<file path="src/rtl/led_dir_indicator.sv">
// led_dir_indicator
//   Status/direction LED driver. LED[0]/LED[1] show idle/running; the
//   one-hot field LED[NUM_DIR+1:2] shows the active direction, captured from
//   a prioritised SIGNAL bus (bit 0 wins). A captured direction can be held
//   for HOLD_CYCLES cycles after the requests go quiet (0 = held until EN
//   drops), and can optionally blink with a half-period of BLINK_HALF cycles.
//
// Ports
//   CLK        in   system clock, rising edge
//   RST        in   asynchronous reset, active-high
//   EN         in   1 = run, 0 = return to idle (beats SIGNAL)
//   MODE_BLINK in   0 = steady direction LED, 1 = blinking
//   SIGNAL     in   direction requests, bit k = channel k; bits >= NUM_DIR ignored
//   LED        out  [0] idle, [1] run, [NUM_DIR+1:2] one-hot direction
//   DIR_VALID  out  a direction is currently latched (blink does not affect it)
//   DIR_IDX    out  index of the latched direction, 0 when none
//   DBG_STATE  out  FSM state, 1 = RUN, 0 = IDLE
//
// Handshake: none. SIGNAL is a level-sampled request bus; every rising edge
// samples it, and all outputs follow one cycle later.
module led_dir_indicator #(
    parameter int NUM_DIR     = 4,
    parameter int SIG_W       = 8,
    parameter int HOLD_CYCLES = 0,
    parameter int BLINK_HALF  = 1,
    localparam int IDX_W      = (NUM_DIR > 1) ? $clog2(NUM_DIR) : 1
) (
    input  logic               CLK,
    input  logic               RST,
    input  logic               EN,
    input  logic               MODE_BLINK,
    input  logic [SIG_W-1:0]   SIGNAL,
    output logic [NUM_DIR+1:0] LED,
    output logic               DIR_VALID,
    output logic [IDX_W-1:0]   DIR_IDX,
    output logic               DBG_STATE
);

    localparam int HC_W = (HOLD_CYCLES > 0) ? $clog2(HOLD_CYCLES + 1) : 1;
    localparam int BC_W = (BLINK_HALF > 1) ? $clog2(BLINK_HALF) : 1;

    typedef enum logic {
        S_IDLE = 1'b0,
        S_RUN  = 1'b1
    } state_t;

    state_t             state, state_n;
    logic [NUM_DIR-1:0] dir_q, dir_n;
    logic [HC_W-1:0]    hold_cnt, hold_n;
    logic [BC_W-1:0]    blink_cnt, bcnt_n;
    logic               phase, phase_n;

    logic [NUM_DIR-1:0] req, req_oh, field_n;
    logic [IDX_W-1:0]   idx_n;
    logic [NUM_DIR+1:0] led_n;

    // Upper SIGNAL bits are don't-care by design.
    logic unused_sig;
    assign unused_sig = ^SIGNAL;

    assign DBG_STATE = (state == S_RUN);

    always_comb begin
        req     = SIGNAL[NUM_DIR-1:0];
        // Isolate the lowest set bit: channel 0 has the highest priority.
        req_oh  = req & (~req + NUM_DIR'(1));
        state_n = state;
        dir_n   = dir_q;
        hold_n  = hold_cnt;
        bcnt_n  = blink_cnt;
        phase_n = phase;

        case (state)
            S_IDLE: begin
                if (EN)
                    state_n = S_RUN;
            end
            S_RUN: begin
                if (!EN) begin
                    state_n = S_IDLE;
                    dir_n   = '0;
                    hold_n  = '0;
                    bcnt_n  = '0;
                    phase_n = 1'b1;
                end else begin
                    if (req != '0) begin
                        dir_n  = req_oh;
                        hold_n = HC_W'(HOLD_CYCLES);
                    end else if (HOLD_CYCLES != 0) begin
                        // hold_cnt == 0 means nothing is being held: stay put.
                        if (hold_cnt == HC_W'(1)) begin
                            dir_n  = '0;
                            hold_n = '0;
                        end else if (hold_cnt > HC_W'(1)) begin
                            hold_n = hold_cnt - HC_W'(1);
                        end
                    end

                    // A new direction restarts the blink in its on-phase so
                    // it is visible on the very next cycle.
                    if (dir_n != dir_q) begin
                        bcnt_n  = '0;
                        phase_n = 1'b1;
                    end else if (dir_q != '0) begin
                        if (blink_cnt == BC_W'(BLINK_HALF - 1)) begin
                            bcnt_n  = '0;
                            phase_n = ~phase;
                        end else begin
                            bcnt_n = blink_cnt + BC_W'(1);
                        end
                    end
                end
            end
            default: state_n = S_IDLE;
        endcase

        // MODE_BLINK only masks the displayed field; the counter keeps running.
        field_n = dir_n & {NUM_DIR{phase_n | ~MODE_BLINK}};
        led_n   = {field_n, (state_n == S_RUN), (state_n == S_IDLE)};

        idx_n = '0;
        for (int k = 0; k < NUM_DIR; k++) begin
            if (dir_n[k])
                idx_n = IDX_W'(k);
        end
    end

    always_ff @(posedge CLK or posedge RST) begin
        if (RST) begin
            state     <= S_IDLE;
            dir_q     <= '0;
            hold_cnt  <= '0;
            blink_cnt <= '0;
            phase     <= 1'b1;
            LED       <= {{NUM_DIR{1'b0}}, 2'b01};
            DIR_VALID <= 1'b0;
            DIR_IDX   <= '0;
        end else begin
            state     <= state_n;
            dir_q     <= dir_n;
            hold_cnt  <= hold_n;
            blink_cnt <= bcnt_n;
            phase     <= phase_n;
            LED       <= led_n;
            DIR_VALID <= |dir_n;
            DIR_IDX   <= idx_n;
        end
    end

endmodule

</file>
<file path="config.mk">
export PLATFORM = sky130hd
export DESIGN_NAME = led_dir_indicator
export DESIGN_NICKNAME = d
export VERILOG_FILES = /design/src/rtl/led_dir_indicator.sv
export SDC_FILE = /design/constraint.sdc
export NUM_CORES = 1
export LEC_CHECK = 0
export CAP_MARGIN = 30
export CORE_MARGIN = 2
export CORE_UTILIZATION = 44
export CTS_CLUSTER_SIZE = 14
export DETAILED_ROUTE_END_ITERATION = 7
export PLACE_DENSITY = 0.81
export SLEW_MARGIN = 10
export SYNTH_ARGS = -nofsm -noshare
export SYNTH_HDL_FRONTEND = slang
export SYNTH_SLANG_ARGS = --single-unit
</file>
<file path="constraint.sdc">
create_clock -name CLK -period 2.1 [get_ports CLK]
set_clock_uncertainty 0.2 [all_clocks]
set_input_delay 0.21 -clock CLK [delete_from_list [all_inputs] [get_ports CLK]]
set_output_delay 0.21 -clock CLK [all_outputs]
set_load 0.01 [all_outputs]
</file>
==> summary.md <==
| Metric | Value |
|---|---|
| Die area | roughly 0.002 mm2 |
| Run status | finished, final reports clean |
| FMAX | between 0.5 and 0.6 GHz |
| Post-cts sizing count | 0 |
| Synthesized area per cell | ~11 um2 |
| Top cells by count, synth | dfrtp_1 (12), inv_1 (6), nand2_1 (4) |
| Post-synthesis sequential area ratio | 0.485 |
| Later-pin clock latency in the skew report | 270 ps |
| Syn nets | 80 |
| EDFF count, synth | 0 |
| Clk slew on worst S/H paths | ~80 ps |
| Most common cell in the netlist | dfrtp_1 |
| Least-Margin Pin Slew | roughly 520 ps |
| 1st-pass router iterations | 4 |
| CP endpoint kind | register |
| Post-DRT Antenna Nets | 0 |
| Top FF cell, synth | dfrtp_1 |
| Worst endpoint required time | 2050 ps |
| Core area | approximately 0.0015 mm2 |
| Starting Density | 0.477 |
| Hold slack | roughly 75 ps |
| Synthesized flop and latch total | 14 |
| Diodes inserted | 0 |
| Synth warn | 0 |
| Maxcap violations | 0 |
| First-pass GRT wire length | 2840 um |
| Ranking of synthesized cells by area | dfrtp_1 (41%), dfstp_2 (7.2%), a211oi_1 (3.1%) |
| Final Max Tran Viols | 0 |
| Initial drt markers | 17 |
| DR DRC count | 0 |
| Crit Path Class | in2reg |
| Worst VDD drop | 409 uV |
| CTS tree | done |
| Post-synthesis async set-or-reset flop share | 1.00 |
| Routed WL per cell | about 14 um |
| CTS buffer count | 3 |
| Post-CTS Setup Bufs | 0 |
| Finish-stage setup viols | 0 |
| Final Util | 0.649 |
| Largest net degree at the start of global routing | 15 |
| Die Wd | ~45 um |
| Placer Congestion | ~0.81 |
| Synthesized instance count | 68 |
| Area growth from synthesis to layout | 36.0% |
| Pwr Total | roughly 600 uW |
| Vias per cell | between 5 and 6 |
| Power per cell area | 606 mW/mm2 |
| Final instance area | ~990 um2 |
| Worst setup SP type | input pin |
| Area leader, netlist | dfrtp_1 |
| Synthesized area | 727 um2 |
| Tot GR Track Use | 0.194 |
| Hold Crit Class | in2async |
| I/O Pins | 22 |
| H-tree Lvls | 1 |
| RSZ-0062 raised after global routing | false |
| Final critical-path required period | approximately 2000 ps |
| I/O Buffers | 17 |
| Die height | 44.6 um |
| Ratio of cells with drive above 1 in the final layout | 0.242 |
| Critical-path maximum fanout | 10 |
| DP Area | ~970 um2 |
| CTS sink count | 14 |
| Final Hold Violating Endpoints | 0 |
| Layout net count | about 110 |
| Filler cells | 132 |
| Synth top area share | 0.413 |
| Slew Limit Headroom | 0.651 |
| Dpl hpwl | 1220 um |
| Critical Path AT | around 1900 ps |
| DR vias | about 630 |
| Root Buffer Master | clkbuf_4 |
| P_leak | approximately 0.00044 uW |
| Setup TNS | 0 ps |
| Vias in the first global route | between 600 and 700 |
| Yosys cell types | 32 |
| Period utilization | 0.927 |
| Max Buffers Root-to-Sink | 2 |
| Total global routing overflow | 0 |
| CTS Hold Bufs | 0 |
| Antenna violations before repair | 0 |
| # rows | 14 |
| Detailed Route WL | roughly 1600 um |
[state kept, by name, summed over array words and instances (netlist names)]
| signal | flops |
|---|---|
| LED | 6 |
| dir_q | 4 |
| DIR_IDX | 2 |
| DIR_VALID | 1 |
| phase | 1 |
[stage by stage]
stage	cells	setup slack, ps
finish	111	154
global route	111	56.6
global placement	108	-80.3
CTS	111	162
detailed placement	108	-122
floorplan	68	351
[worst paths after layout]
path                             startpoint  cells past startpoint                   to  slack, ps
min reg2reg                 phase$_DFF_PP1_                      2      phase$_DFF_PP1_        390
max in group asynchronous               RST                      2      phase$_DFF_PP1_       1260
max reg2reg                LED[1]$_DFF_PP0_                      4  DIR_VALID$_DFF_PP0_        250
min                                     RST                      2  DIR_VALID$_DFF_PP0_         80
min in group CLK                         EN                      1     LED[1]$_DFF_PP0_        300
max                               SIGNAL[1]                      6  DIR_VALID$_DFF_PP0_        150
[layout by cell type, fill, tap and decap left out, types with 2 or more instances in the layout]
cell type        instances
clkdlybuf4s50_1         17
dfrtp_1                 12
buf_4                   11
inv_1                    6
nand2_1                  4
a21oi_1                  3
nor3b_1                  3
a211oi_1                 3
clkbuf_4                 3
dfstp_2                  2
or4b_1                   2
o22a_1                   2
a21oi_2                  2
a21o_1                   2
nand2b_1                 2
nor4_1                   2
nor2_1                   2
and2_1                   2
[critical path, stage by stage]
cell and delay [ps]:
clkdlybuf4s50_1 670, nor3_1 110, a22oi_1 200, o22a_1 200
inv_1 50, or4_1 450
[area by class of cell]
cell class | instances | area [um2] | area share
flip-flops and latches | 14 | 353 | 0.357
clock buffers | 3 | 22.5 | 0.0228
multi-input cells | 43 | 314 | 0.318
inverters | 7 | 26.3 | 0.0266
repair buffers | 28 | 253 | 0.256
well taps | 16 | 20.0 | 0.0203
[power breakdown]
part / internal [uW] / switching [uW] / leakage, uW
clock network: 66.4 / 77.9 / 0.0000138
registers: 293 / 14.1 / 0.000176
logic: 80.1 / 67.8 / 0.000251
total: 439 / 160 / 0.000441
[cells by family after synthesis]
| logic type | after synthesis | synth area share |
|---|---|---|
| flops | 14 | 0.485 |
| compound gates | 20 | 0.225 |
| simple gates | 22 | 0.194 |
| xor+xnor | 1 | 0.0121 |
| buf+inv | 11 | 0.0826 |
[routing by layer]
| layer | global-route usage | vias up | wire (um) | part of all wire |
|---|---|---|---|---|
| met5 | 0 | - | 0 | 0 |
| met4 | 0.0182 | 0 | 0 | 0 |
| met3 | 0.0612 | 0 | 86 | 0.055 |
| met2 | 0.336 | 21 | 760 | 0.49 |
| met1 | 0.245 | 304 | 712 | 0.46 |
| li1 | - | 304 | - | - |
(Power assumes the default switching activity.)
